==> config.mk <==
export PLATFORM = sky130hd
export DESIGN_NAME = fp_exception_unit
export DESIGN_NICKNAME = d
export VERILOG_FILES = /design/src/rtl/fp_exception_unit.sv
export SDC_FILE = /design/constraint.sdc
export NUM_CORES = 1
export LEC_CHECK = 0
export ABC_AREA = 0
export BUFFER_PORTS_ARGS = -buffer_cell sky130_fd_sc_hd__buf_4
export CAP_MARGIN = 20
export CORE_MARGIN = 1
export CORE_UTILIZATION = 42
export CTS_CLUSTER_SIZE = 16
export DETAILED_ROUTE_END_ITERATION = 12
export PLACE_DENSITY_LB_ADDON = 0.05
export SLEW_MARGIN = 0
export SYNTH_ARGS = -nofsm -noshare
export SYNTH_HDL_FRONTEND = slang
export SYNTH_SLANG_ARGS = --single-unit
export TNS_END_PERCENT = 100
==> constraint.sdc <==
create_clock -name clk -period 1.9 [get_ports clk]
set_input_delay 0.19 -clock clk [delete_from_list [all_inputs] [get_ports clk]]
set_output_delay 0.19 -clock clk [all_outputs]
set_load 0.02 [all_outputs]
==> src/rtl/fp_exception_unit.sv <==
`timescale 1ns/1ps
// Two-stage special-case / exception detector for the minifloat FPU: classifies operands,
// picks the IEEE special result and {invalid, divzero}, and keeps the sticky status flags.
module fp_exception_unit #(
    parameter int EXP_W = 4,
    parameter int MAN_W = 3
) (
    input  logic                   clk,
    input  logic                   rst,
    input  logic                   in_valid,
    output logic                   in_ready,
    input  logic [1:0]             in_op,
    input  logic [EXP_W+MAN_W:0]   in_a,
    input  logic [EXP_W+MAN_W:0]   in_b,
    output logic                   out_valid,
    input  logic                   out_ready,
    output logic                   out_special,
    output logic [EXP_W+MAN_W:0]   out_result,
    output logic [1:0]             out_exc,
    input  logic                   dp_flags_valid,
    input  logic [2:0]             dp_flags,
    input  logic                   clear_flags,
    output logic [4:0]             sticky_flags
);
    localparam int W = 1 + EXP_W + MAN_W;

    localparam logic [1:0] OP_ADD = 2'd0;
    localparam logic [1:0] OP_SUB = 2'd1;
    localparam logic [1:0] OP_MUL = 2'd2;
    localparam logic [1:0] OP_DIV = 2'd3;

    localparam logic [EXP_W-1:0] EXP_MAX  = '1;
    localparam logic [MAN_W-1:0] QNAN_MAN = {1'b1, {(MAN_W-1){1'b0}}};
    localparam logic [W-1:0]     NAN_VAL  = {1'b0, EXP_MAX, QNAN_MAN};

    typedef enum logic [1:0] {CL_FIN, CL_ZERO, CL_INF, CL_NAN} cls_t;

    typedef struct packed {
        logic           special;
        logic [W-1:0]   result;
        logic [1:0]     exc;
    } dec_t;

    function automatic cls_t classify(input logic [W-1:0] x);
        logic [EXP_W-1:0] e;
        logic [MAN_W-1:0] m;
        e = x[W-2 -: EXP_W];
        m = x[MAN_W-1:0];
        if (e == EXP_MAX) return (m == '0) ? CL_INF : CL_NAN;
        if (e == '0 && m == '0) return CL_ZERO;
        return CL_FIN;
    endfunction

    function automatic dec_t hit(input logic [W-1:0] r, input logic [1:0] e);
        dec_t d;
        d.special = 1'b1;
        d.result  = r;
        d.exc     = e;
        return d;
    endfunction

    function automatic logic [W-1:0] inf_of(input logic s);
        return {s, EXP_MAX, {MAN_W{1'b0}}};
    endfunction

    function automatic logic [W-1:0] zero_of(input logic s);
        return {s, {(W-1){1'b0}}};
    endfunction

    function automatic dec_t decide(input cls_t ca, input cls_t cb, input logic sa,
                                    input logic sbr, input logic [1:0] op);
        dec_t d;
        logic sb, sx;
        d  = '0;
        sb = sbr ^ (op == OP_SUB);
        sx = sa ^ sbr;
        if (ca == CL_NAN || cb == CL_NAN) begin
            d = hit(NAN_VAL, 2'b10);
        end else begin
            case (op)
                OP_ADD, OP_SUB: begin
                    if (ca == CL_INF && cb == CL_INF)
                        d = (sa != sb) ? hit(NAN_VAL, 2'b10) : hit(inf_of(sa), 2'b00);
                    else if (ca == CL_INF) d = hit(inf_of(sa), 2'b00);
                    else if (cb == CL_INF) d = hit(inf_of(sb), 2'b00);
                end
                OP_MUL: begin
                    if ((ca == CL_INF && cb == CL_ZERO) || (ca == CL_ZERO && cb == CL_INF))
                        d = hit(NAN_VAL, 2'b10);
                    else if (ca == CL_INF || cb == CL_INF)   d = hit(inf_of(sx), 2'b00);
                    else if (ca == CL_ZERO || cb == CL_ZERO) d = hit(zero_of(sx), 2'b00);
                end
                default: begin
                    // x/0 raises divzero only for a finite dividend; Inf/0 is exact.
                    if ((ca == CL_ZERO && cb == CL_ZERO) || (ca == CL_INF && cb == CL_INF))
                        d = hit(NAN_VAL, 2'b10);
                    else if (cb == CL_ZERO) d = hit(inf_of(sx), {1'b0, ca == CL_FIN});
                    else if (ca == CL_INF)  d = hit(inf_of(sx), 2'b00);
                    else if (cb == CL_INF || ca == CL_ZERO) d = hit(zero_of(sx), 2'b00);
                end
            endcase
        end
        return d;
    endfunction

    logic       adv;
    logic       vld_p1, vld_p2;
    cls_t       cls_a_p1, cls_b_p1;
    logic       sa_p1, sb_p1;
    logic [1:0] op_p1;
    dec_t       dec_p2;
    logic [4:0] sticky_q, sticky_nxt;

    assign adv      = !vld_p2 || out_ready;
    assign in_ready = adv;

    // Stage 1: operand classification, signs and op
    always_ff @(posedge clk) begin
        if (adv) begin
            cls_a_p1 <= classify(in_a);
            cls_b_p1 <= classify(in_b);
            sa_p1    <= in_a[W-1];
            sb_p1    <= in_b[W-1];
            op_p1    <= in_op;
        end
    end

    always_comb begin
        sticky_nxt = clear_flags ? 5'b0 : sticky_q;
        if (vld_p2 && out_ready) sticky_nxt[4:3] = sticky_nxt[4:3] | dec_p2.exc;
        if (dp_flags_valid)      sticky_nxt[2:0] = sticky_nxt[2:0] | dp_flags;
    end

    // Stage 2: registered decision and sticky status
    always_ff @(posedge clk) begin
        if (rst) begin
            vld_p1   <= 1'b0;
            vld_p2   <= 1'b0;
            dec_p2   <= '0;
            sticky_q <= '0;
        end else begin
            if (adv) begin
                vld_p1 <= in_valid;
                vld_p2 <= vld_p1;
                dec_p2 <= vld_p1 ? decide(cls_a_p1, cls_b_p1, sa_p1, sb_p1, op_p1) : '0;
            end
            sticky_q <= sticky_nxt;
        end
    end

    assign out_valid    = vld_p2;
    assign out_special  = dec_p2.special;
    assign out_result   = dec_p2.result;
    assign out_exc      = dec_p2.exc;
    assign sticky_flags = sticky_q;

endmodule

# Word level (Yosys, flattened, before mapping)
# Cells that the tools add are included.
# word_totals
reg_bits,26
out_inout_bits,18
wordCells,85
# classes
n_eq_ne,11
muxes,37
bitwise_logic,4
n_reduce_logical,22
# ops
cell,count
2-to-1 mux 11 bit,12
one-hot mux 11 bit (2 select lines),1
2-to-1 mux 2 bit,9
2-to-1 mux 1 bit,12
"equality test 2 bit, second input constant",5
2-to-1 mux 10 bit,1
"equality test 4 bit, second input constant",2
logical NOT 4 bit,2
logical AND 1 bit,7
logical OR 1 bit,7
"equality test 2 x 1 -> 1 bit, second input constant",3
logical NOT 3 bit,2
2-to-1 mux 5 bit,1
logical NOT 2 bit,2
2-to-1 mux 3 bit,1
OR 3 bit,1
OR 2 bit,1
OR reduction 2 bit,1
bitwise XOR 1 bit,2
logical NOT 1 bit,1
!= test 1 bit,1

# Logic depth before layout (Yosys ltp)
# Gate-level depths: netlist (run 1).
# logic_depth
word_depth,9
mapped_depth,8
depth_no_buf,7

# Worst setup path before layout (run 1)
# OpenSTA, ideal clock, no wires.
# synth_timing
path_kind,reg-to-reg
from,register op_p1[1]
to,register dec_p2 (netlist bit out_result[2])
setup_time_ns,0.117
t_arrival_ns,1.677
t_required_ns,1.783
slack_ns,0.105
path_stages_with_launch,9
n_path_buf,1
cell_sequence,edfxtp_1 -> buf_2 -> nand2b_1 -> xnor2_1 -> ha_1 -> and3b_1 -> o21ai_0 -> nand4_1 -> a32o_1
# synth_between
elab_chain_len,8
word_cells_on_any_way,11
cone_classes,eq/ne (3); mux (5); bitwise (1); reduce/logical (2)
# synth_rtl
element,line,text
from (decl),110,logic [1:0] op_p1;
from (signal assigned),124,op_p1 <= in_op;
equality test 2 x 1 -> 1 bit,"75, 80",
bitwise XOR 1 bit,75,sb = sbr ^ (op == OP_SUB);
!= test 1 bit,83,"d = (sa != sb) ? hit(NAN_VAL, 2'b10) : hit(inf_of(sa), 2'b00);"
2-to-1 mux 10 bit,83,
2-to-1 mux 11 bit,82,if (ca == CL_INF && cb == CL_INF)
one-hot mux 11 bit (2 select lines) (*),80,case (op)
2-to-1 mux 11 bit (*),77,if (ca == CL_NAN || cb == CL_NAN) begin
2-to-1 mux 11 bit (*),145,"dec_p2 <= vld_p1 ? decide(cls_a_p1, cls_b_p1, sa_p1, sb_p1, op_p1) : '0;"
to (signal assigned),145,
to (decl),111,dec_t dec_p2;
# Every way passes the cells marked *; elsewhere a longest branch is shown, timed or not.
# A chain may end at the register's enable or synchronous reset.

# Worst setup path after layout (run 1)
# Ends and elaborated chain as after synthesis.

==> flow_summary.json, run 1 <==
{
  "status": "complete, no violations",
  "yosysSeqAreaShare_pct": 45.7,
  "grt_max_degree": 15,
  "worst_path_largest_cell_delay_ns": 0.40,
  "grt_first_pass_wirelength_mm": 3.35,
  "yosysWarnings": 0,
  "intPower_uw": 711,
  "antenna_found_initial": 0,
  "rsz0062_at_grt": "no",
  "antenna_cells": 0,
  "crit_end": "out_result[2]",
  "finalMaxSlewViolations": 0,
  "worstPathArrival_ns": 1.99,
  "fin_skew_ns": 0.00445,
  "fp.dieW_um": 52.1,
  "setup_tns_ns": 0,
  "synth-seq-cells": 20,
  "vias": 902,
  "place_congestion": 0.798,
  "crit_path_cell_trace": "nand2b_1 > xnor2_1 > ha_1 > and3b_1 > o21ai_0 > nand4_1 > a32o_1",
  "n_fill_cell": 191,
  "power_frac_clock_pct": 31.7,
  "post_cts_resize_count": 0,
  "dr.pass1.iters": 4,
  "fp.dieH_um": 52.1,
  "core_area_um2": 2280,
  "r2r_end": "out_result[2]",
  "layout-drive-gt1-share_pct": 38.7,
  "worstSkewPairLatency_ns": 0.30,
  "cts_hold_buffers": 0,
  "syn_to_final_growth_pct": 32.1,
  "path_clk_slew_ns": 0.12,
  "root_buffer": "clkbuf_4",
  "rrSetupSlack_ns": 0.12,
  "power.leakage_uw": 0.000617,
  "cp-start-kind": "register",
  "fin_crit_ns": 1.78,
  "p_sw_share_pct": 23.8,
  "cp-end-kind": "register",
  "cts_tree": "built",
  "clkSinkCount": 20,
  "synth_edf_count": 8,
  "setup_viol": 0,
  "syn-cell-area_um2": 1050,
  "crit_type": "reg -> reg",
  "synth.avg_cell_area_um2": 10.1,
  "hold_slack_ns": 0.0550,
  "cts_setup_buffers": 0,
  "worstHoldStart": "in_op[0]",
  "min_period_over_period_pct": 93.9,
  "overflow": 0,
  "placementRows": 17,
  "synth-async-reset-ratio_pct": 0,
  "via_per_inst": 5.31,
  "combPwrFrac_pct": 16.0,
  "final_area_um2": 1390,
  "cp_num_buf_inv": 0,
  "synth_cell_types": 42,
  "track_usage_pct": 16.7,
  "wl_per_cell_um": 11.9,
  "drcViolationCount": 0,
  "placement.cell_area_um2": 1340,
  "cp.depth": 7,
  "port_buffers": 42,
  "p_switching_uw": 223,
  "initial_core_util_pct": 46.2,
  "num_io_pins": 45,
  "cp_max_fo": 2,
  "synthCells": 104,
  "ant_nets": 0,
  "ys.flop_type": "dfxtp_1",
  "routed_wirelength_mm": 2.03,
  "clock_path_buffers": 2,
  "fin_nets": 171,
  "grt_pass1_vias": 808,
  "seq_power_share_pct": 52.3,
  "cp-startpoint": "op_p1[1]",
  "power.density_nw_per_um2": 671,
  "ir_worst_vdd_uv": 440,
  "hold_viol": 0,
  "path_delay_family": "simple AND/OR/NAND/NOR gates",
  "drtIter0Drc": 14,
  "dp_hpwl_mm": 1.53,
  "cts.htree.levels": 1,
  "crit_slowest_cell": "edfxtp_1",
  "numCtsBuffers": 3,
  "hold_class": "in -> reg",
  "cap_violations": 0,
  "timing.rr.start": "op_p1[1]",
  "dieArea_um2": 2710,
  "required_ns": 2.10,
  "r2r_cells": 7,
  "fmax_mhz": 561
}
cell usage in the layout (no fill, tap or decap), types with 3 or more instances in the layout:
| cell type | instances |
|---|---|
| a21oi_1 | 4 |
| a22oi_1 | 3 |
| buf_4 | 45 |
| clkbuf_4 | 3 |
| dfxtp_1 | 12 |
| edfxtp_1 | 8 |
| nand2_1 | 7 |
| nand4_1 | 3 |
| nor2_1 | 9 |
| nor2b_1 | 3 |
| xnor2_1 | 3 |
cell type report:
cell class,instances,area (um2),share of cell area (%)
well taps,28,35.0,2.52
multi-input cells,70,478,34.4
flip-flops and latches,20,480,34.6
inverters,3,11.3,0.810
repair buffers,45,338,24.3
clock buffers,4,47.5,3.42
cells by family after synthesis:
group / share of synthesized area, %
AO/OA/AOI/OAI: 15.5
XOR/XNOR: 2.50
adder cells (fa/ha/maj): 1.19
buffers and inverters: 9.27
flip-flops: 45.7
multiplexers: 3.57
other: 0.356
AND/OR/NAND/NOR: 22.0
power groups by stage:
stage	Sequential, uW	Combinational [uW]	Clock [uW]
after global routing	493	165	320
after CTS	490	147	306
after global placement	498	143	0
after detailed placement	499	146	0
final	488	149	296
after floorplan	495	86.0	0
registers in the layout, summed over array words and instances (netlist names):
| register | cells |
|---|---|
| cls_a_p1 | 2 |
| cls_b_p1 | 2 |
| op_p1 | 2 |
| out_exc | 1 |
| out_result | 3 |
| out_special | 1 |
| out_valid | 1 |
| sa_p1 | 1 |
| sb_p1 | 1 |
| sticky_flags | 5 |
| vld_p1 | 1 |
metal layers:
metal	vias up	wire length, um	GRT usage, %
met5	-	0	0
met4	0	9	6.76
met2	32	1010	28.4
met3	2	107	2.63
li1	450	-	-
met1	418	899	20.7
worst min path at each step:
stage | slack (ns) | cells past startpoint | endpoint
finish | 0.06 | 1 | op_p1[0]
global route | 0.04 | 1 | sa_p1
CTS | 0.05 | 1 | sa_p1
detailed placement | 0.37 | 1 | sa_p1
global placement | 0.37 | 1 | sa_p1
floorplan | 0.29 | 0 | op_p1[0]
stage by stage:
step	setup slack [ns]	power, uW	utilization (%)	cells
floorplan	0.105	581	-	105
global placement	0.153	641	58.7	165
detailed placement	0.140	646	58.7	165
CTS	0.123	943	60.7	169
global route	0.00540	978	61.1	170
finish	0.117	933	61.1	170
synthesized netlist by cell type, drive strengths merged, types with 2 or more instances:
master / number / area share (%)
o21ai: 3 / 1.4
a22oi: 3 / 2.1
a32oi: 2 / 1.7
edfxtp: 8 / 23
dfxtp: 12 / 23
and4b: 2 / 1.9
nor3: 2 / 0.95
nor2: 9 / 3.2
a21boi: 2 / 1.4
nand2b: 3 / 2.5
a21oi: 4 / 1.9
nor2b: 3 / 1.8
inv: 3 / 1.1
mux2: 3 / 3.6
buf: 11 / 7.8
nand3: 2 / 0.95
nand4: 3 / 1.8
nand2: 7 / 2.5
xnor2: 3 / 2.5
and4: 2 / 1.7
nor4: 2 / 1.2
No activity file was read; power rests on OpenSTA's default activity.
==> run 2, diff against run 1 <==
--- a/config.mk
+++ b/config.mk
@@ -5,7 +5,7 @@
 export SDC_FILE = /design/constraint.sdc
 export NUM_CORES = 1
 export LEC_CHECK = 0
-export ABC_AREA = 0
+export ABC_AREA = 1
 export BUFFER_PORTS_ARGS = -buffer_cell sky130_fd_sc_hd__buf_4
 export CAP_MARGIN = 20
 export CORE_MARGIN = 1
==> run 2 against run 1 <==
Worst hold slack better by 0.013 ns. Synthesized cell count is 38% higher. Count of clock-buffer cells in the layout stayed put. Combinational power is 11% higher. Non-clock buffer count is 3 lower. Sequential power hardly changed. Sequential share of layout area is 0.25 points lower. First-iteration DRC count is 140% higher. Die area is 0.46% lower. Critical path depth is 2 higher. Register-to-register slack better by 0.25 ns. Critical path type unchanged. Largest cell class unchanged.
==> flow_summary.json, run 2 <==
{
  "status": "complete, no violations",
  "grt_max_degree": 13,
  "crit_slowest_cell": "edfxtp_1",
  "dp_hpwl_mm": 1.61,
  "final_common_cell": "nand2_1",
  "synthCells": 144,
  "synth_top_cell_by_area": "dfxtp_1",
  "synth_top_family_by_area": "simple AND/OR/NAND/NOR gates",
  "setup_tns_ns": 0,
  "drtIter0Drc": 33,
  "yosys.area.top_type_share_pct": 22.9,
  "worstPathArrival_ns": 1.74,
  "clock_path_buffers": 2,
  "cts.htree.levels": 1,
  "cp-end-kind": "register",
  "synth.area.top_cells": "dfxtp_1 23%, edfxtp_1 23%, nand2_1 15%",
  "crit_path_cell_trace": "inv_1 > nand3_1 > nand2_1 > inv_1 > ha_1 > nand3_1 > nand3_1 > o21ai_1 > a21oi_1",
  "cp-start-kind": "register",
  "path_delay_family": "flip-flops",
  "synth_edf_count": 8,
  "r2r_cells": 9,
  "ant_nets": 0,
  "track_usage_pct": 16.0,
  "crit_end": "out_result[2]",
  "worstSkewPairLatency_ns": 0.30,
  "port_buffers": 42,
  "core_area_um2": 2280,
  "cp_num_buf_inv": 2,
  "cap_violations": 0,
  "timing.rr.start": "op_p1[1]",
  "numCtsBuffers": 3,
  "instances_no_fill": 212,
  "worst_path_largest_cell_delay_ns": 0.44,
  "drcViolationCount": 0,
  "synth_compound_area_share_pct": 10.2,
  "yosys.area_share.xor_xnor_pct": 0.836,
  "synth_mux_area_share_pct": 0,
  "final_cell_mix": "43 x nand2_1, 42 x buf_4, 23 x inv_1, 13 x a21oi_1, 12 x dfxtp_1",
  "num_io_pins": 45,
  "dpl.cell_count": 208,
  "synthTopCellsByCount": "43 x nand2_1, 23 x inv_1, 13 x a21oi_1, 12 x dfxtp_1, 9 x nor2_1",
  "hold_slack_ns": 0.0679,
  "cp_max_fo": 5,
  "cts_tree": "built",
  "overflow": 0,
  "synth_fa_ha_area_share_pct": 1.19,
  "fin_nets": 213,
  "fp.dieH_um": 51.9,
  "crit_type": "reg -> reg",
  "dieArea_um2": 2700,
  "synth.avg_cell_area_um2": 7.27,
  "post_cts_resize_count": 0,
  "via_per_inst": 4.74,
  "hold_viol": 0,
  "cts_hold_buffers": 0,
  "ir_worst_vdd_uv": 438,
  "hold_class": "in -> reg",
  "fin_skew_ns": 0.00836,
  "required_ns": 2.10,
  "path_clk_slew_ns": 0.11,
  "power.leakage_uw": 0.000704,
  "ys.flop_type": "dfxtp_1",
  "setup_viol": 0,
  "antenna_found_initial": 0,
  "clkSinkCount": 20,
  "power.density_nw_per_um2": 670,
  "dr.pass1.iters": 5,
  "min_period_over_period_pct": 80.8,
  "placementRows": 17,
  "fmax_mhz": 651,
  "largest_register_ff_count": 5,
  "antenna_cells": 0,
  "setup_ws_ns": 0.364,
  "crit_path_frequent_cell": "nand3_1",
  "grt_pass1_vias": 791,
  "initial_core_util_pct": 46.0,
  "synth_cell_types": 23,
  "syn-cell-area_um2": 1050,
  "yosysMostFrequentCell": "nand2_1",
  "place_ws_ns": 0.388,
  "fp.dieW_um": 51.9,
  "routed_wirelength_mm": 1.94,
  "cts_setup_buffers": 0,
  "syn_to_final_growth_pct": 33.7,
  "place_congestion": 0.878,
  "synth-async-reset-ratio_pct": 0,
  "cp.depth": 9,
  "finalMaxSlewViolations": 0,
  "r2r_end": "out_result[2]",
  "yosysWarnings": 0,
  "yosysSeqAreaShare_pct": 45.9,
  "yosys.area_share.simple_pct": 28.3,
  "layout-drive-gt1-share_pct": 27.2,
  "rsz0062_at_grt": "no",
  "root_buffer": "clkbuf_4",
  "grt_first_pass_wirelength_mm": 3.17,
  "rrSetupSlack_ns": 0.36,
  "fin_crit_ns": 1.54,
  "cp-startpoint": "op_p1[1]",
  "wl_per_cell_um": 9.14,
  "synth-seq-cells": 20,
  "vias": 1004
}
==> run 2: kinds of logic after synthesis <==
family | count (synthesis)
and+or+nand+nor | 70
buffers and inverters | 31
AOI/OAI and AO/OA | 20
DFF | 20
xor gates and xnor gates | 1
adders and majority gates | 1
other | 1
==> run 2: final cells by class <==
| class | count | area, um2 |
|---|---|---|
| multi-input cells | 94 | 432 |
| clock buffers | 4 | 47.5 |
| fillers | 207 | 876 |
| inverters | 24 | 90.1 |
| repair buffers | 42 | 315 |
| flip-flops and latches | 20 | 480 |
| well taps | 28 | 35.0 |
==> run 2: how the worst min path moves through the flow <==
| stage | start | endpoint | slack [ns] | depth (start not counted) |
|---|---|---|---|---|
| floorplan | rst | out_exc[0] | 0.26 | 1 |
| global placement | in_op[0] | op_p1[0] | 0.37 | 1 |
| detailed placement | in_a[7] | sa_p1 | 0.37 | 1 |
| CTS | in_a[7] | sa_p1 | 0.06 | 1 |
| global route | in_op[0] | op_p1[0] | 0.05 | 1 |
| finish | in_a[7] | sa_p1 | 0.07 | 1 |
==> run 2: layer usage <==
layer | global-route usage [%] | wire length, um
met1 | 20.4 | 904
met5 | 0 | 0
met4 | 8.11 | 14
met3 | 2.63 | 82
met2 | 25.9 | 936
==> run 2: where the power goes <==
group          internal (uW)  switching (uW)  total [uW]
sequential               469            17.2         486
clock                    160             126         287
combinational           77.4            87.9         165
==> run 2: worst register-to-register path, cell delays in order (launching register included) <==
cell,delay (ns)
edfxtp_1,0.44
inv_1,0.15
nand3_1,0.10
nand2_1,0.10
inv_1,0.04
ha_1,0.26
nand3_1,0.09
nand3_1,0.08
o21ai_1,0.12
a21oi_1,0.08
==> run 2: per-stage QoR <==
stage / area, um2 / util, % / total power, uW
finish: 1400 / 61.5 / 938
global route: 1400 / 61.5 / 989
CTS: 1400 / 61.5 / 949
detailed placement: 1350 / 59.4 / 661
global placement: 1350 / 59.4 / 657
floorplan: 1050 / - / 592
==> run 3, diff against run 2 <==
--- a/config.mk
+++ b/config.mk
@@ -9,7 +9,7 @@
 export BUFFER_PORTS_ARGS = -buffer_cell sky130_fd_sc_hd__buf_4
 export CAP_MARGIN = 20
 export CORE_MARGIN = 1
-export CORE_UTILIZATION = 42
+export CORE_UTILIZATION = 46
 export CTS_CLUSTER_SIZE = 16
 export DETAILED_ROUTE_END_ITERATION = 12
 export PLACE_DENSITY_LB_ADDON = 0.05
==> constraint.sdc (replaced) <==
create_clock -name clk -period 1.5 [get_ports clk]
set_input_delay 0.15 -clock clk [delete_from_list [all_inputs] [get_ports clk]]
set_output_delay 0.15 -clock clk [all_outputs]
set_load 0.02 [all_outputs]
==> run 3 against run 2 <==
Wire length up 9.2%. Sequential share of layout area down 0.66 points. Sequential power up 27%. Combinational power up 38%. Final cell count up 0.47%. Count of clock-buffer cells in the layout unchanged. Register-to-register slack worse by 0.27 ns. Final area up 2.0%. Worst hold slack worse by 0.045 ns. Critical path depth up 1. Clock skew down 0.0027 ns. Largest power group unchanged. Highest routed layer unchanged.
==> flow_summary.json, run 3 (synthesis gave the netlist of run 2 again) <==
{
  "clock_path_buffers": 2,
  "cts_tree": "built",
  "drtIter0Drc": 15,
  "placement.cell_area_um2": 1360,
  "final_common_cell": "buf_4",
  "n_fill_cell": 182,
  "cp-end-kind": "register",
  "dp_hpwl_mm": 1.70,
  "place_congestion": 0.850,
  "final_area_um2": 1430,
  "met2_length_mm": 1.08,
  "required_ns": 1.70,
  "grt_first_pass_wirelength_mm": 3.48,
  "power.density_nw_per_um2": 809,
  "fp.dieH_um": 49.7,
  "vias": 1024,
  "syn_to_final_growth_pct": 36.3,
  "largest_register_ff_count": 5,
  "port_buffers": 42,
  "wl_met3_um": 73,
  "core_area_um2": 2040,
  "initial_core_util_pct": 51.3,
  "cts.htree.levels": 1,
  "regArea_um2": 480,
  "wl_met1_um": 946,
  "routed_wirelength_mm": 2.12,
  "grt_max_degree": 13,
  "fin_skew_ns": 0.00571,
  "final_cell_mix": "44 x buf_4, 42 x nand2_1, 21 x inv_1, 13 x a21oi_1, 12 x dfxtp_1",
  "track_usage_pct": 18.5,
  "worstSkewPairLatency_ns": 0.30,
  "root_buffer": "clkbuf_4",
  "dr.pass1.iters": 4,
  "ant_nets": 0,
  "overflow": 0,
  "min_period_over_period_pct": 94.0,
  "fp.dieW_um": 49.7,
  "fin_crit_ns": 1.41,
  "fmax_mhz": 709,
  "grt_pass1_vias": 883,
  "numCtsBuffers": 3,
  "finalMaxSlewViolations": 0,
  "setup_ws_ns": 0.0897,
  "hold_class": "in -> reg",
  "status": "complete, no violations",
  "placementRows": 16,
  "place_ws_ns": 0.0158,
  "wl_per_cell_um": 9.94,
  "cp_max_fo": 5,
  "crit_type": "reg -> reg",
  "multiInputGateArea_um2": 457,
  "worstPathArrival_ns": 1.61,
  "path_clk_slew_ns": 0.11,
  "dr.max_layer_used": "met4",
  "power.leakage_uw": 0.000714,
  "ir_worst_vdd_uv": 594,
  "cts_hold_buffers": 0,
  "clkSinkCount": 20,
  "setup_viol": 0,
  "layout-drive-gt1-share_pct": 31.2,
  "hold_viol": 0,
  "fin_nets": 215,
  "cp-start-kind": "register",
  "num_io_pins": 45,
  "drcViolationCount": 0,
  "antenna_found_initial": 0,
  "cap_violations": 0,
  "dieArea_um2": 2470,
  "via_per_inst": 4.81,
  "antenna_cells": 0
}
run 3: cell count changes in the layout (fill, tap and decap cells not counted), moves of 2 or more:
cell | before | now
nand3_2 | 0 | 2
inv_2 | 1 | 3
buf_4 | 42 | 44
nand3_1 | 8 | 6
inv_1 | 23 | 21
run 3: per-stage QoR:
step | power (uW) | std cells | TNS, ns | hold slack (ns) | util (%)
floorplan | 750 | 145 | 0 | 0.219 | -
global placement | 834 | 208 | 0 | 0.329 | 66.5
global route | 1210 | 213 | -0.0110 | 0.00185 | 69.9
CTS | 1150 | 212 | 0 | 0.00937 | 68.3
finish | 1160 | 213 | 0 | 0.0229 | 69.9
detailed placement | 842 | 208 | 0 | 0.329 | 66.5
run 3: power breakdown:
group | internal, uW | switching (uW)
sequential | 594 | 21.9
combinational | 107 | 121
clock | 148 | 164
total | 849 | 306
run 3: worst max-delay path, stage by stage, from the launching register on:
cell      delay [ns]
edfxtp_1        0.43
inv_2           0.11
nand2_1         0.06
nand2_1         0.06
nand2_2         0.07
inv_2           0.06
ha_4            0.19
nand3_2         0.07
nand3_2         0.07
o21ai_1         0.13
a21oi_1         0.07
run 3: final cells by class:
| cell class | instances | share of cell area, % |
|---|---|---|
| Multi-Input combinational cell | 94 | 32.0 |
| Timing Repair Buffer | 44 | 23.1 |
| Clock buffer | 4 | 2.54 |
| Tap cell | 27 | 2.37 |
| Inverter | 24 | 6.31 |
| Sequential cell | 20 | 33.7 |
run 3: what timing repair did:
action | 4_1_cts | 5_1_grt
gates resized for setup | 1 | 5
hold endpoints to repair | 0 | 0
setup buffers | 0 | 1
endpoints found under the setup margin | 1 | 2
pin swaps | 0 | 2
run 3: path summary, 6_finish.rpt:
path                           to             from  cells past startpoint  slack (ns)
hold reg to reg   sticky_flags[1]  sticky_flags[1]                      2        0.48
setup reg to reg    out_result[2]         op_p1[1]                     10        0.09
hold / removal           op_p1[1]         in_op[1]                      1        0.02
setup / recovery    out_result[2]         op_p1[1]                     10        0.09
run 3: metal layers:
metal,vias up,GRT usage [%]
met1,465,22.4
li1,535,-
met3,2,3.70
met5,-,0
met2,22,31.3
met4,0,8.57
